$ cat src/rtl/veggie_slice_ctrl_if.sv
// Handshake/data bundle between the blade/spawn logic and one veggie controller.
// Optional SLICE_SCORE_EN adds the score counter and slice pulse.
interface veggie_slice_ctrl_if;
  logic        frame_tick_in;
  logic        launch_in;
  logic [10:0] launch_x_in;
  logic [4:0]  launch_vx_in;
  logic        slash_valid_in;
  logic [10:0] slash_run_in;
  logic [9:0]  slash_rise_in;
  logic        hit_in;
  logic [10:0] x_out;
  logic [9:0]  y_out;
  logic [7:0]  sep_out;
  logic        split_out;
  logic [10:0] run_out;
  logic [9:0]  rise_out;
  logic        veggie_gone_out;
  logic        busy_out;
`ifdef SLICE_SCORE_EN
  logic [15:0] score_out;
  logic        slice_pulse_out;
`endif

  modport master (
`ifdef SLICE_SCORE_EN
    input  score_out, slice_pulse_out,
`endif
    output frame_tick_in, launch_in, launch_x_in, launch_vx_in,
           slash_valid_in, slash_run_in, slash_rise_in, hit_in,
    input  x_out, y_out, sep_out, split_out, run_out, rise_out,
           veggie_gone_out, busy_out
  );

  modport slave (
`ifdef SLICE_SCORE_EN
    output score_out, slice_pulse_out,
`endif
    input  frame_tick_in, launch_in, launch_x_in, launch_vx_in,
           slash_valid_in, slash_run_in, slash_rise_in, hit_in,
    output x_out, y_out, sep_out, split_out, run_out, rise_out,
           veggie_gone_out, busy_out
  );
endinterface

$ cat src/rtl/veggie_slice_ctrl.sv
// Per-veggie lifecycle: launch, per-frame ballistic update, slice into halves, retire.
// Optional SLICE_SCORE_EN adds a saturating slice score and a one-cycle slice pulse.
module veggie_slice_ctrl #(
  parameter int SCREEN_W  = 1024,
  parameter int SCREEN_H  = 768,
  parameter int SPRITE_H  = 256,
  parameter int GRAVITY   = 1,
  parameter int LAUNCH_VY = 24,
  parameter int SPLIT_DX  = 2
) (
  input logic pixel_clk_in,
  input logic rst_in,
  veggie_slice_ctrl_if.slave bus
);

  typedef enum logic [1:0] {IDLE, FLYING, SLICED, GONE} state_t;

  localparam logic signed [11:0] Y_START  = 12'(SCREEN_H);
  localparam logic signed [11:0] RETIRE_Y = 12'(SCREEN_H + SPRITE_H / 2);
  localparam logic signed [12:0] X_MAX    = 13'(SCREEN_W - 1);

  state_t state, state_nxt;
  logic [10:0]       x, x_nxt;
  logic signed [11:0] y, y_nxt;
  logic signed [7:0] vy, vy_nxt;
  logic signed [4:0] vx, vx_nxt;
  logic [7:0]        sep, sep_nxt;
  logic              split, split_nxt;
  logic [10:0]       run, run_nxt;
  logic [9:0]        rise, rise_nxt;
  logic              gone, gone_nxt;

  logic signed [11:0] y_step;
  logic signed [8:0]  vy_dec;
  logic signed [7:0]  vy_sat;
  logic signed [12:0] x_sum;
  logic [10:0]        x_clamp;
  logic               x_bounce;
  logic signed [4:0]  vx_neg;
  logic [8:0]         sep_sum;
  logic [7:0]         sep_sat;
  logic               retire;
  logic               accept;

  assign y_step  = y - {{4{vy[7]}}, vy};
  assign vy_dec  = {vy[7], vy} - 9'(GRAVITY);
  assign vy_sat  = (vy_dec < -9'sd128) ? -8'sd128 : vy_dec[7:0];
  assign x_sum   = $signed({2'b00, x}) + $signed({{8{vx[4]}}, vx});
  assign x_bounce = (x_sum < 13'sd0) || (x_sum > X_MAX);
  assign x_clamp = (x_sum < 13'sd0) ? 11'd0 :
                   (x_sum > X_MAX)  ? 11'(SCREEN_W - 1) : x_sum[10:0];
  // -16 has no positive 5-bit twin; bounce it to the fastest representable speed
  assign vx_neg  = (vx == -5'sd16) ? 5'sd15 : -vx;
  assign sep_sum = {1'b0, sep} + 9'(SPLIT_DX);
  assign sep_sat = sep_sum[8] ? 8'hFF : sep_sum[7:0];
  assign retire  = vy[7] && (y_step > RETIRE_Y);
  assign accept  = (state == FLYING) && bus.slash_valid_in && bus.hit_in &&
                   (bus.slash_run_in != 11'd0);

  always_ff @(posedge pixel_clk_in or negedge rst_in) begin
    if (!rst_in) begin
      state <= IDLE;
      x     <= '0;
      y     <= Y_START;
      vy    <= '0;
      vx    <= '0;
      sep   <= '0;
      split <= 1'b0;
      run   <= '0;
      rise  <= '0;
      gone  <= 1'b0;
    end else begin
      state <= state_nxt;
      x     <= x_nxt;
      y     <= y_nxt;
      vy    <= vy_nxt;
      vx    <= vx_nxt;
      sep   <= sep_nxt;
      split <= split_nxt;
      run   <= run_nxt;
      rise  <= rise_nxt;
      gone  <= gone_nxt;
    end
  end

  always_comb begin
    state_nxt = state;
    x_nxt     = x;
    y_nxt     = y;
    vy_nxt    = vy;
    vx_nxt    = vx;
    sep_nxt   = sep;
    split_nxt = split;
    run_nxt   = run;
    rise_nxt  = rise;
    gone_nxt  = gone;
    case (state)
      IDLE: begin
        if (bus.launch_in) begin
          state_nxt = FLYING;
          x_nxt     = bus.launch_x_in;
          y_nxt     = Y_START;
          vy_nxt    = 8'(LAUNCH_VY);
          vx_nxt    = bus.launch_vx_in;
          sep_nxt   = '0;
          split_nxt = 1'b0;
          run_nxt   = '0;
          rise_nxt  = '0;
        end
      end
      FLYING, SLICED: begin
        if (accept) begin
          state_nxt = SLICED;
          split_nxt = 1'b1;
          run_nxt   = bus.slash_run_in;
          rise_nxt  = bus.slash_rise_in;
        end
        if (bus.frame_tick_in) begin
          y_nxt  = y_step;
          vy_nxt = vy_sat;
          x_nxt  = x_clamp;
          if (x_bounce) vx_nxt = vx_neg;
          // separation only opens on ticks after the slice has landed
          if (state == SLICED) sep_nxt = sep_sat;
          if (retire) begin
            state_nxt = GONE;
            gone_nxt  = 1'b1;
          end
        end
      end
      GONE: begin
        if (bus.frame_tick_in) begin
          state_nxt = IDLE;
          gone_nxt  = 1'b0;
        end
      end
      default: state_nxt = IDLE;
    endcase
  end

  assign bus.x_out           = x;
  assign bus.y_out           = (state == IDLE) ? 10'd0 : y[9:0];
  assign bus.sep_out         = sep;
  assign bus.split_out       = split;
  assign bus.run_out         = run;
  assign bus.rise_out        = rise;
  assign bus.veggie_gone_out = gone;
  assign bus.busy_out        = (state != IDLE);

`ifdef SLICE_SCORE_EN
  logic [15:0] score;
  logic        slice_pulse;

  always_ff @(posedge pixel_clk_in or negedge rst_in) begin
    if (!rst_in) begin
      score       <= '0;
      slice_pulse <= 1'b0;
    end else begin
      slice_pulse <= accept;
      if (accept && (score != 16'hFFFF)) score <= score + 16'd1;
    end
  end

  assign bus.score_out       = score;
  assign bus.slice_pulse_out = slice_pulse;
`endif

endmodule

$ cat src/flat_wrapper.sv
// flat-port wrapper written by rule: the top's interface ports become plain ports
module veggie_slice_ctrl_flat 
#(
  parameter int SCREEN_W  = 1024,
  parameter int SCREEN_H  = 768,
  parameter int SPRITE_H  = 256,
  parameter int GRAVITY   = 1,
  parameter int LAUNCH_VY = 24,
  parameter int SPLIT_DX  = 2
)
  (pixel_clk_in, rst_in, bus_frame_tick_in, bus_launch_in, bus_launch_x_in, bus_launch_vx_in, bus_slash_valid_in, bus_slash_run_in, bus_slash_rise_in, bus_hit_in, bus_x_out, bus_y_out, bus_sep_out, bus_split_out, bus_run_out, bus_rise_out, bus_veggie_gone_out, bus_busy_out);
  veggie_slice_ctrl_if bus_i ();
  input logic pixel_clk_in;
  input logic rst_in;
  input wire logic [$bits(bus_i.frame_tick_in)-1:0] bus_frame_tick_in;
  input wire logic [$bits(bus_i.launch_in)-1:0] bus_launch_in;
  input wire logic [$bits(bus_i.launch_x_in)-1:0] bus_launch_x_in;
  input wire logic [$bits(bus_i.launch_vx_in)-1:0] bus_launch_vx_in;
  input wire logic [$bits(bus_i.slash_valid_in)-1:0] bus_slash_valid_in;
  input wire logic [$bits(bus_i.slash_run_in)-1:0] bus_slash_run_in;
  input wire logic [$bits(bus_i.slash_rise_in)-1:0] bus_slash_rise_in;
  input wire logic [$bits(bus_i.hit_in)-1:0] bus_hit_in;
  output wire logic [$bits(bus_i.x_out)-1:0] bus_x_out;
  output wire logic [$bits(bus_i.y_out)-1:0] bus_y_out;
  output wire logic [$bits(bus_i.sep_out)-1:0] bus_sep_out;
  output wire logic [$bits(bus_i.split_out)-1:0] bus_split_out;
  output wire logic [$bits(bus_i.run_out)-1:0] bus_run_out;
  output wire logic [$bits(bus_i.rise_out)-1:0] bus_rise_out;
  output wire logic [$bits(bus_i.veggie_gone_out)-1:0] bus_veggie_gone_out;
  output wire logic [$bits(bus_i.busy_out)-1:0] bus_busy_out;
  assign bus_i.frame_tick_in = bus_frame_tick_in;
  assign bus_i.launch_in = bus_launch_in;
  assign bus_i.launch_x_in = bus_launch_x_in;
  assign bus_i.launch_vx_in = bus_launch_vx_in;
  assign bus_i.slash_valid_in = bus_slash_valid_in;
  assign bus_i.slash_run_in = bus_slash_run_in;
  assign bus_i.slash_rise_in = bus_slash_rise_in;
  assign bus_i.hit_in = bus_hit_in;
  assign bus_x_out = bus_i.x_out;
  assign bus_y_out = bus_i.y_out;
  assign bus_sep_out = bus_i.sep_out;
  assign bus_split_out = bus_i.split_out;
  assign bus_run_out = bus_i.run_out;
  assign bus_rise_out = bus_i.rise_out;
  assign bus_veggie_gone_out = bus_i.veggie_gone_out;
  assign bus_busy_out = bus_i.busy_out;
  veggie_slice_ctrl #(.SCREEN_W(SCREEN_W), .SCREEN_H(SCREEN_H), .SPRITE_H(SPRITE_H), .GRAVITY(GRAVITY), .LAUNCH_VY(LAUNCH_VY), .SPLIT_DX(SPLIT_DX)) u_core (.pixel_clk_in(pixel_clk_in), .rst_in(rst_in), .bus(bus_i));
endmodule
$ cat config.mk
export PLATFORM = sky130hd
export DESIGN_NAME = veggie_slice_ctrl_flat
export DESIGN_NICKNAME = d
export VERILOG_FILES = /design/src/rtl/veggie_slice_ctrl_if.sv /design/src/rtl/veggie_slice_ctrl.sv /design/src/flat_wrapper.sv
export SDC_FILE = /design/constraint.sdc
export NUM_CORES = 1
export LEC_CHECK = 0
export BUFFER_PORTS_ARGS = -buffer_cell sky130_fd_sc_hd__buf_2
export CAP_MARGIN = 25
export CELL_PAD_IN_SITES_DETAIL_PLACEMENT = 1
export CELL_PAD_IN_SITES_GLOBAL_PLACEMENT = 2
export CORE_ASPECT_RATIO = 1.2
export CORE_MARGIN = 2
export CORE_UTILIZATION = 30
export CTS_BUF_LIST = sky130_fd_sc_hd__clkbuf_8
export CTS_CLUSTER_SIZE = 25
export DETAILED_ROUTE_END_ITERATION = 16
export MAX_ROUTING_LAYER = met4
export PLACE_DENSITY_LB_ADDON = 0.05
export SLEW_MARGIN = 20
export SYNTH_ARGS = -nofsm -noshare
export SYNTH_HDL_FRONTEND = slang
export SYNTH_SLANG_ARGS = --single-unit
$ cat constraint.sdc
create_clock -name pixel_clk_in -period 3.3 [get_ports pixel_clk_in]
set_clock_uncertainty 0.1 [all_clocks]
set_input_delay 0 -clock pixel_clk_in [delete_from_list [all_inputs] [get_ports pixel_clk_in]]
set_output_delay 0 -clock pixel_clk_in [all_outputs]
set_load 0.02 [all_outputs]
* Word-level counts from Yosys, hierarchy flattened
Index checks and enable logic that the tools add are counted.
Operators by class: eq/ne operators 11, $add $sub $neg 5, mux-type cells 42, reductions and logical operators 17, $lt $le $gt $ge 4
Operators by type and width (number):
- 11-bit 2-to-1 mux | 6
- 8-bit 2-to-1 mux | 7
- 11-bit case mux with 2 select lines | 2
- 8-bit case mux with 2 select lines | 2
- 10-bit 2-to-1 mux | 3
- 12-bit 2-to-1 mux | 2
- 12-bit case mux with 2 select lines | 1
- 5-bit 2-to-1 mux | 4
- 10-bit case mux with 2 select lines | 1
- 12-bit by 5-bit adder with 13-bit output | 1
- 13-bit by 11-bit > comparator with 1-bit output, second input constant | 1
- 13-bit by 1-bit < comparator with 1-bit output, second input constant | 1
- 12-bit by 11-bit > comparator with 1-bit output, second input constant | 1
- 4-bit AND reduction | 3
- 12-bit subtractor | 1
- 11-bit nonzero test | 1
- 2-bit 2-to-1 mux | 5
- 5-bit case mux with 2 select lines | 1
- 8-bit by 2-bit adder with 9-bit output, second input constant | 1
- 9-bit by 8-bit < comparator with 1-bit output, second input constant | 1
- 8-bit by 2-bit subtractor with 9-bit output, second input constant | 1
- 2-bit by 1-bit inequality test with 1-bit output, second input constant | 4
- 2-bit inequality test, second input constant | 3
- 2-bit case mux with 3 select lines | 1
- other kinds (13) | 25
Word-level totals: word-level logic and storage cells 89, register bits 69, output and inout port bits 53, bits of input ports 43

* Longest topological paths before layout
Gate-level depths: netlist of run 1.
depth in word-level cells 8, depth in mapped cells 12, mapped depth without buffers 12

* Least setup slack after synthesis of run 1
OpenSTA, ideal clock, no wires.
path type flip-flop to flip-flop, start reg u_core.x[0], in the netlist u_core.bus.x_out[0], end reg u_core.vx[4], data arrival time 2.939 ns, data required time 3.072 ns, library setup time 0.128 ns, buffers on the path 0, clock period less this slack 3.167 ns, path slack 0.133 ns, cell stages (with the launch flop) 12, cells stage by stage dfrtp_1 > ha_1 > inv_1 > fa_1 > nor2b_1 > o31a_1 > o41ai_2 > o21a_1 > or4_1 > and3_4 > o21ai_2 > mux2_1
Between the ends: cells in the longest elaborated chain, start to end 5, elaborated cells on any way between the ends 6, classes of those cells add/sub: 1; order compare: 2; eq/ne: 1; reduce/logical: 2
Ends and longest elaborated chain:
- from (decl) | line veggie_slice_ctrl.sv:23 | logic [10:0] x, x_nxt;
- from (signal assigned) | line veggie_slice_ctrl.sv:74 | x <= x_nxt;
- 12-bit by 5-bit adder with 13-bit output (*) | line veggie_slice_ctrl.sv:48 | assign x_sum = $signed({2'b00, x}) + $signed({{8{vx[4]}}, vx});
- 13-bit by 1-bit < comparator with 1-bit output or 13-bit by 11-bit > comparator with 1-bit output (tied branches) | line veggie_slice_ctrl.sv:49 | assign x_bounce = (x_sum < 13'sd0) || (x_sum > X_MAX);
- 1-bit logical OR (*) | line veggie_slice_ctrl.sv:49
- 2-bit by 1-bit inequality test with 1-bit output (no source line) (*)
- 4-bit AND reduction (no source line) (*)
- to (signal assigned) | line veggie_slice_ctrl.sv:77 | vx <= vx_nxt;
- to (decl) | line veggie_slice_ctrl.sv:26 | logic signed [4:0] vx, vx_nxt;
Every way passes the cells marked *; elsewhere a longest branch is shown, timed or not. A chain may end at the register's enable or synchronous reset.

* Worst setup path in the final report of run 1
start reg u_core.x[1], in the netlist u_core.bus.x_out[1], end reg u_core.vx[4]
The elaborated chain is that of the path after synthesis.

==> impl_metrics.csv, run 1 <==
group,metric,value,unit
grt,grt_pass1_wl,24.3,mm
setup_path,cp_max_fo,4,
synthesis,synth_edf_count,0,
synthesis,syn_inst,551,
synthesis,synth_seq_area_share,0.369,
sta,slew-limit-headroom,0.681,
placed_design,dpl.hpwl,10.5,mm
routing,drt_pass1_iterations,4,
floorplan,start_util,0.303,
clock_network,clkSlewWorstSetupHoldPaths,80,ps
setup_path,cp-end-kind,"flop",
pwr,peakVddDrop,0.000480,V
setup_path,crit_arrival,3380,ps
pwr,p_switching,3.75,mW
placed_design,place_ws,59.4,ps
cells_and_area,syn2layout_area_growth,33.6,%
synthesis,syn-num-nets,627,
pwr,p_leak,2.93,nW
routing,wl_met2,7.35,mm
flow_run,cap_violations,0,
cells_and_area,diodes,0,
placed_design,io_buffers,95,
floorplan,rows,50,
sta,min_period,3220,ps
clock_network,cts_num_sinks,69,
synthesis,async_flop_share,1.00,
grt,grt_overflow,0,
setup_path,critical_path_class,"reg2reg",
placed_design,dp_cells,856,
pwr,clock_power_share,0.110,
routing,drc,0,
setup_path,slowest_stage,"or4b_1",
clock_network,htreeDepth,3,
floorplan,ios,96,
pwr,powerDensity,1220,nW/um2
synthesis,synth-main-ff-cell,"dfrtp_1",
run_status,outcome,"complete, no violations",
clock_network,cts_buffer_depth,2,
setup_path,cp-start-kind,"flop",
sta,fmax,311,MHz
grt,grt_pass1_vias,4834,
sta,slew_violations,0,
cells_and_area,drive_gt1_frac,0.241,
routing,highest_layer,"met4",
sta,post-route-period-util,0.976,
synthesis,synthesis.area,4680,um2
setup_path,critPathMaxStageDelay,480,ps
pwr,netSwitchingFraction,0.493,
sta,setup_viol_count_final,0,
clock_network,root_buffer,"clkbuf_8",
sta,finalHoldViolCount,0,
floorplan,die_w,118,um
synthesis,ys_warn_count,0,
routing,drt_wl_total,14.6,mm
synthesis,ys_ff_latch,69,
routing,vias,4640,
clock_network,cts-buffers-inserted,9,
setup_path,crit_path_cell_trace,"ha_1, a211oi_1, nor2_1, a31oi_1, or4b_1, or4_1, and3_4, o21ai_2, mux2_1",
routing,met1Wirelength,6.63,mm
floorplan,fp.dieArea,16600,um2
clock_network,insertion_delay,380,ps
routing,viasPerCell,5.05,
sta,setup_slack,80.7,ps
routing,wl_met3,361,um
routing,drt_iter0_markers,185,
pwr,internal_power,3.86,mW
cells_and_area,instances_no_fill,918,
setup_path,worstPathRequired,3460,ps
synthesis,yosysUniqueCellTypes,63,
grt,antenna_found_initial,0,
placed_design,routabilityCongestion,0.818,
clock_network,cts_tree,"done",
sta,worstMarginPinSlew,478,ps
routing,detail-route-antenna-nets,0,
pwr,power_frac_comb,0.696,
hold_path,worstHoldPathType,"in2async",
floorplan,die_h,141,um
floorplan,core,15500,um2
cells_and_area,num-nets-final,781,
routing,wl_per_cell,15.9,um
grt,grt_start_max_net_pins,70,
cells_and_area,fin_util,0.405,
pwr,seqPwrFrac,0.193,
synthesis,syn_area_per_cell,8.50,um2
grt,track_usage,0.186,
sta,timing.hold.ws,18.8,ps
## kinds of logic (layout without fill, tap and decap cells)
kind of cell | count (synthesis) | count (layout) | synth area share
xor+xnor | 9 | 9 | 0.0168
mux | 9 | 9 | 0.0203
flops | 69 | 69 | 0.369
buf+inv | 54 | 213 | 0.0467
simple gates | 212 | 212 | 0.224
compound gates | 165 | 165 | 0.231
fa+ha+maj | 33 | 33 | 0.0913
## worst paths after layout
| path | start | endpoint | slack, ps | depth (start not counted) |
|---|---|---|---|---|
| worst max-delay path | u_core.bus.x_out[1] | u_core.vx[4] | 80 | 9 |
| worst min-delay path | rst_in | u_core.bus.x_out[2] | 20 | 2 |
| worst max register to register | u_core.bus.x_out[1] | u_core.vx[4] | 80 | 9 |
| worst min register to register | u_core.bus.sep_out[0] | u_core.bus.sep_out[0] | 380 | 2 |
| max in group asynchronous | rst_in | u_core.y[8] | 2440 | 3 |
| min in group pixel_clk_in | bus_hit_in | u_core.state[0] | 90 | 6 |
## cell usage after synthesis (7+ instances only)
master    count  share of area
inv_1        28          0.022
dfrtp_1      67           0.36
ha_1         31          0.083
nand2b_1      8          0.011
nor3b_1      12          0.019
nand3_1       9         0.0096
nor3_1       11          0.012
o211ai_1      7          0.011
a21o_1        7          0.011
a221o_1      10          0.021
clkbuf_1     20          0.016
a21oi_1      26          0.028
nand2_1      94          0.075
nor2b_1      15          0.020
o21ai_0      61          0.065
a211oi_1      9          0.014
nor2_1       27          0.022
## through the flow
step / total power [mW] / instance area [um2] / setup TNS (ps)
6_report: 7.61 / 6260 / 0
5_1_grt: 8.39 / 6260 / -45.6
4_1_cts: 7.63 / 6190 / 0
3_5_place_dp: 6.71 / 5540 / 0
3_3_place_gp: 6.60 / 5540 / 0
2_1_floorplan: 5.06 / 4680 / 0
## cell usage in the layout, fill, tap and decap left out, types with 7 or more instances in the layout
| master | n |
|---|---|
| nor2_1 | 27 |
| o21ai_0 | 60 |
| buf_4 | 31 |
| ha_1 | 29 |
| inv_1 | 28 |
| a221o_1 | 10 |
| nand2_1 | 94 |
| nor3_1 | 11 |
| nand3_1 | 9 |
| nor3b_1 | 12 |
| buf_2 | 94 |
| a21oi_1 | 26 |
| a21o_1 | 7 |
| a211oi_1 | 8 |
| nand2b_1 | 8 |
| o211ai_1 | 7 |
| dfrtp_1 | 66 |
| clkbuf_8 | 10 |
| dlygate4sd3_1 | 42 |
| nor2b_1 | 14 |
## flip-flops by register name, summed over array words and instances (netlist names)
signal                      flops
u_core.y                       12
u_core.bus.run_out             11
u_core.bus.x_out               11
u_core.bus.rise_out            10
u_core.bus.sep_out              8
u_core.vy                       8
u_core.vx                       5
u_core.state                    2
u_core.bus.split_out            1
u_core.bus.veggie_gone_out      1
## what timing repair did
item / in CTS / in global routing
hold buffers: 42 / 0
endpoints found under the hold margin: 107 / 0
buffers inserted: 0 / 3
setup endpoints to repair: 0 / 6
resized for setup: 0 / 8
## metal layers
| metal | vias to the layer above | track usage |
|---|---|---|
| met3 | 20 | 0.0348 |
| met2 | 54 | 0.322 |
| met1 | 2266 | 0.220 |
| li1 | 2300 | - |
| met4 | 0 | 0.0564 |
| met5 | - | - |
## worst max-delay path: cells and delay by family (launching register included)
| kind | cells | cell delay [ps] |
|---|---|---|
| flip-flops | 1 | 420 |
| AO/OA/AOI/OAI | 3 | 620 |
| multiplexers | 1 | 330 |
| adder cells (fa/ha/maj) | 1 | 340 |
| AND/OR/NAND/NOR | 4 | 1290 |
## final cells by class
type / count / area, um2
fill: 1867 / 9190
multi-input combinational: 428 / 2770
sequential: 69 / 1730
timing repair buffer: 169 / 1160
tap: 208 / 260
clock buffer: 10 / 138
inverter: 28 / 105
clock inverter: 6 / 93.8
## power groups by stage
stage	Combinational (mW)	Clock [mW]	Sequential, mW
floorplan	3.38	0	1.68
global placement	5.13	0	1.47
detailed placement	5.22	0	1.49
CTS	5.28	0.868	1.48
global route	5.96	0.904	1.53
finish	5.30	0.838	1.47
Power figures use the tool's default switching activity.
==> run 2: changes to the inputs <==
Clock period 3.3 ns to 2.8 ns, I/O delays scaled along.
==> impl_metrics.csv, run 2 (same netlist as run 1, synthesis figures left out) <==
group,metric,value,unit
run_status,outcome,"complete, but fails checks",
run_status,violations,"hold timing, setup timing",
floorplan,start_util,0.303,
cells_and_area,fin_util,0.446,
floorplan,die_h,141,um
hold_path,worstHoldPathType,"in2async",
sta,setup_viol_count_final,15,
setup_path,reg2reg_from,"u_core.vx[4]",
placed_design,dpl.hpwl,11.5,mm
placed_design,place_ws,-260,ps
routing,drt_pass1_iterations,4,
routing,drc,0,
setup_path,crit_arrival,3160,ps
floorplan,core,15500,um2
sta,slew-limit-headroom,0.710,
clock_network,htreeDepth,3,
grt,track_usage,0.203,
grt,globalRouteMet3Util,0.0222,
routing,viasPerCell,5.04,
cells_and_area,top_register,"u_core.y",
clock_network,clkSlewWorstSetupHoldPaths,80,ps
placed_design,routabilityCongestion,0.794,
sta,setup_slack,-207,ps
setup_path,cp-end-kind,"flop",
sta,slew_violations,0,
setup_path,r2r_cells,9,
grt,grt_overflow,0,
cells_and_area,drive_gt1_frac,0.355,
routing,drt_iter0_markers,131,
grt,grt_start_max_net_pins,70,
clock_network,cts-buffers-inserted,9,
grt,met1_usage,0.223,
placed_design,dp_cells,908,
grt,grtUsageMet2,0.371,
pwr,p_total,10.3,mW
cells_and_area,mostFrequentLayoutCells,"buf_2 (94), nand2_1 (89), buf_4 (86), dfrtp_1 (63), o21ai_0 (56)",
cells_and_area,diodes,0,
cells_and_area,instances_no_fill,974,
clock_network,cts_buffer_depth,2,
floorplan,die_w,118,um
routing,vias,4911,
setup_path,worstPathRequired,2960,ps
sta,timing.hold.ws,-3.32,ps
setup_path,critical_path_class,"reg2reg",
grt,grt_pass1_wl,26.5,mm
sta,min_period,3010,ps
grt,antenna_found_initial,0,
cells_and_area,final_common_cell,"buf_2",
grt,grt_busiest_layer,"met2",
pwr,p_leak,3.24,nW
pwr,powerDensity,1490,nW/um2
setup_path,worstSetupEndpoint,"u_core.vx[4]",
setup_path,cp_max_fo,7,
setup_path,crit_path_cell_trace,"ha_4, a21o_1, a21oi_2, nor2_1, or4b_4, or4_4, and3_4, o21ai_4, mux2_4",
setup_path,r2r_end,"u_core.vx[4]",
sta,fmax,333,MHz
floorplan,fp.dieArea,16600,um2
sta,finalHoldViolCount,2,
cells_and_area,num-nets-final,837,
setup_path,cp-start-kind,"flop",
placed_design,io_buffers,95,
flow_run,cap_violations,0,
clock_network,root_buffer,"clkbuf_8",
sta,tns,-2220,ps
setup_path,critPathLaunch,"u_core.vx[4]",
cells_and_area,syn2layout_area_growth,47.1,%
setup_path,slowest_stage,"or4b_4",
cells_and_area,largest_reg_flops,12,
sta,worstMarginPinSlew,435,ps
clock_network,cts_num_sinks,69,
routing,detail-route-antenna-nets,0,
routing,drt_wl_total,15.8,mm
grt,grt_pass1_vias,5331,
clock_network,cts_tree,"done",
routing,wl_per_cell,16.3,um
floorplan,rows,50,
sta,post-route-period-util,1.07,
setup_path,critPathMaxStageDelay,520,ps
floorplan,ios,96,
pwr,peakVddDrop,0.000534,V
clock_network,insertion_delay,380,ps
sta,rsz0062_at_grt,"true",
setup_path,rrSetupSlack,-210,ps
[run 2: cell types whose count changed in the layout (fill, tap and decap cells not counted), sizes merged]
cell / delta
buf: +58
bufinv: -1
clkinvlp: -1
inv: +1
clkbuf: -1
dlygate4sd3: -2
clkinv: +2
[run 2: area by class of cell]
cell class,instances,area (um2)
clock buffers,9,124
clock inverters,7,66.3
fillers,1865,8560
inverters,28,105
multi-input cells,428,3000
flip-flops and latches,69,1730
well taps,208,260
repair buffers,225,1600
[run 2: per-stage QoR]
| step | hold WS, ps | cell area, um2 |
|---|---|---|
| finish | -3.32 | 6890 |
| global route | 21.8 | 6890 |
| CTS | 1.33 | 6740 |
| detailed placement | 122 | 5990 |
| global placement | 131 | 5990 |
| floorplan | -396 | 4740 |
[run 2: repair_timing]
action	4_1_cts	5_1_grt
resized for setup	32	20
pin swaps	23	16
hold buffers	40	0
endpoints found under the hold margin	105	0
cloned	0	0
setup buffers	7	4
setup endpoints to repair	18	22
[run 2: how the worst min path moves through the flow]
| stage | endpoint | slack, ps | cells after the start |
|---|---|---|---|
| floorplan | u_core.bus.rise_out[0] | -400 | 0 |
| global placement | u_core.bus.x_out[5] | 130 | 1 |
| detailed placement | u_core.bus.x_out[5] | 120 | 1 |
| CTS | u_core.bus.x_out[5] | 1 | 3 |
| global route | u_core.bus.x_out[5] | 20 | 3 |
| finish | u_core.bus.x_out[5] | -3 | 2 |
[run 2: power breakdown]
group	leakage, nW	internal, mW	switching (mW)
combinational	2.26	3.50	4.16
sequential	0.872	1.43	0.316
clock	0.105	0.409	0.447
total	3.24	5.34	4.92
[run 2: worst max-delay path: cells and delay by family (launching register included)]
kind,cells,cell delay (ps)
AOI/OAI and AO/OA,3,460
adders and majority gates,1,270
DFF,1,510
muxes,1,310
and+or+nand+nor,4,1260
[run 2: per-layer routing]
metal | up-vias | share of wire
met5 | - | 0
met4 | 0 | 0.019
met3 | 19 | 0.019
met2 | 64 | 0.54
met1 | 2427 | 0.43
li1 | 2401 | -
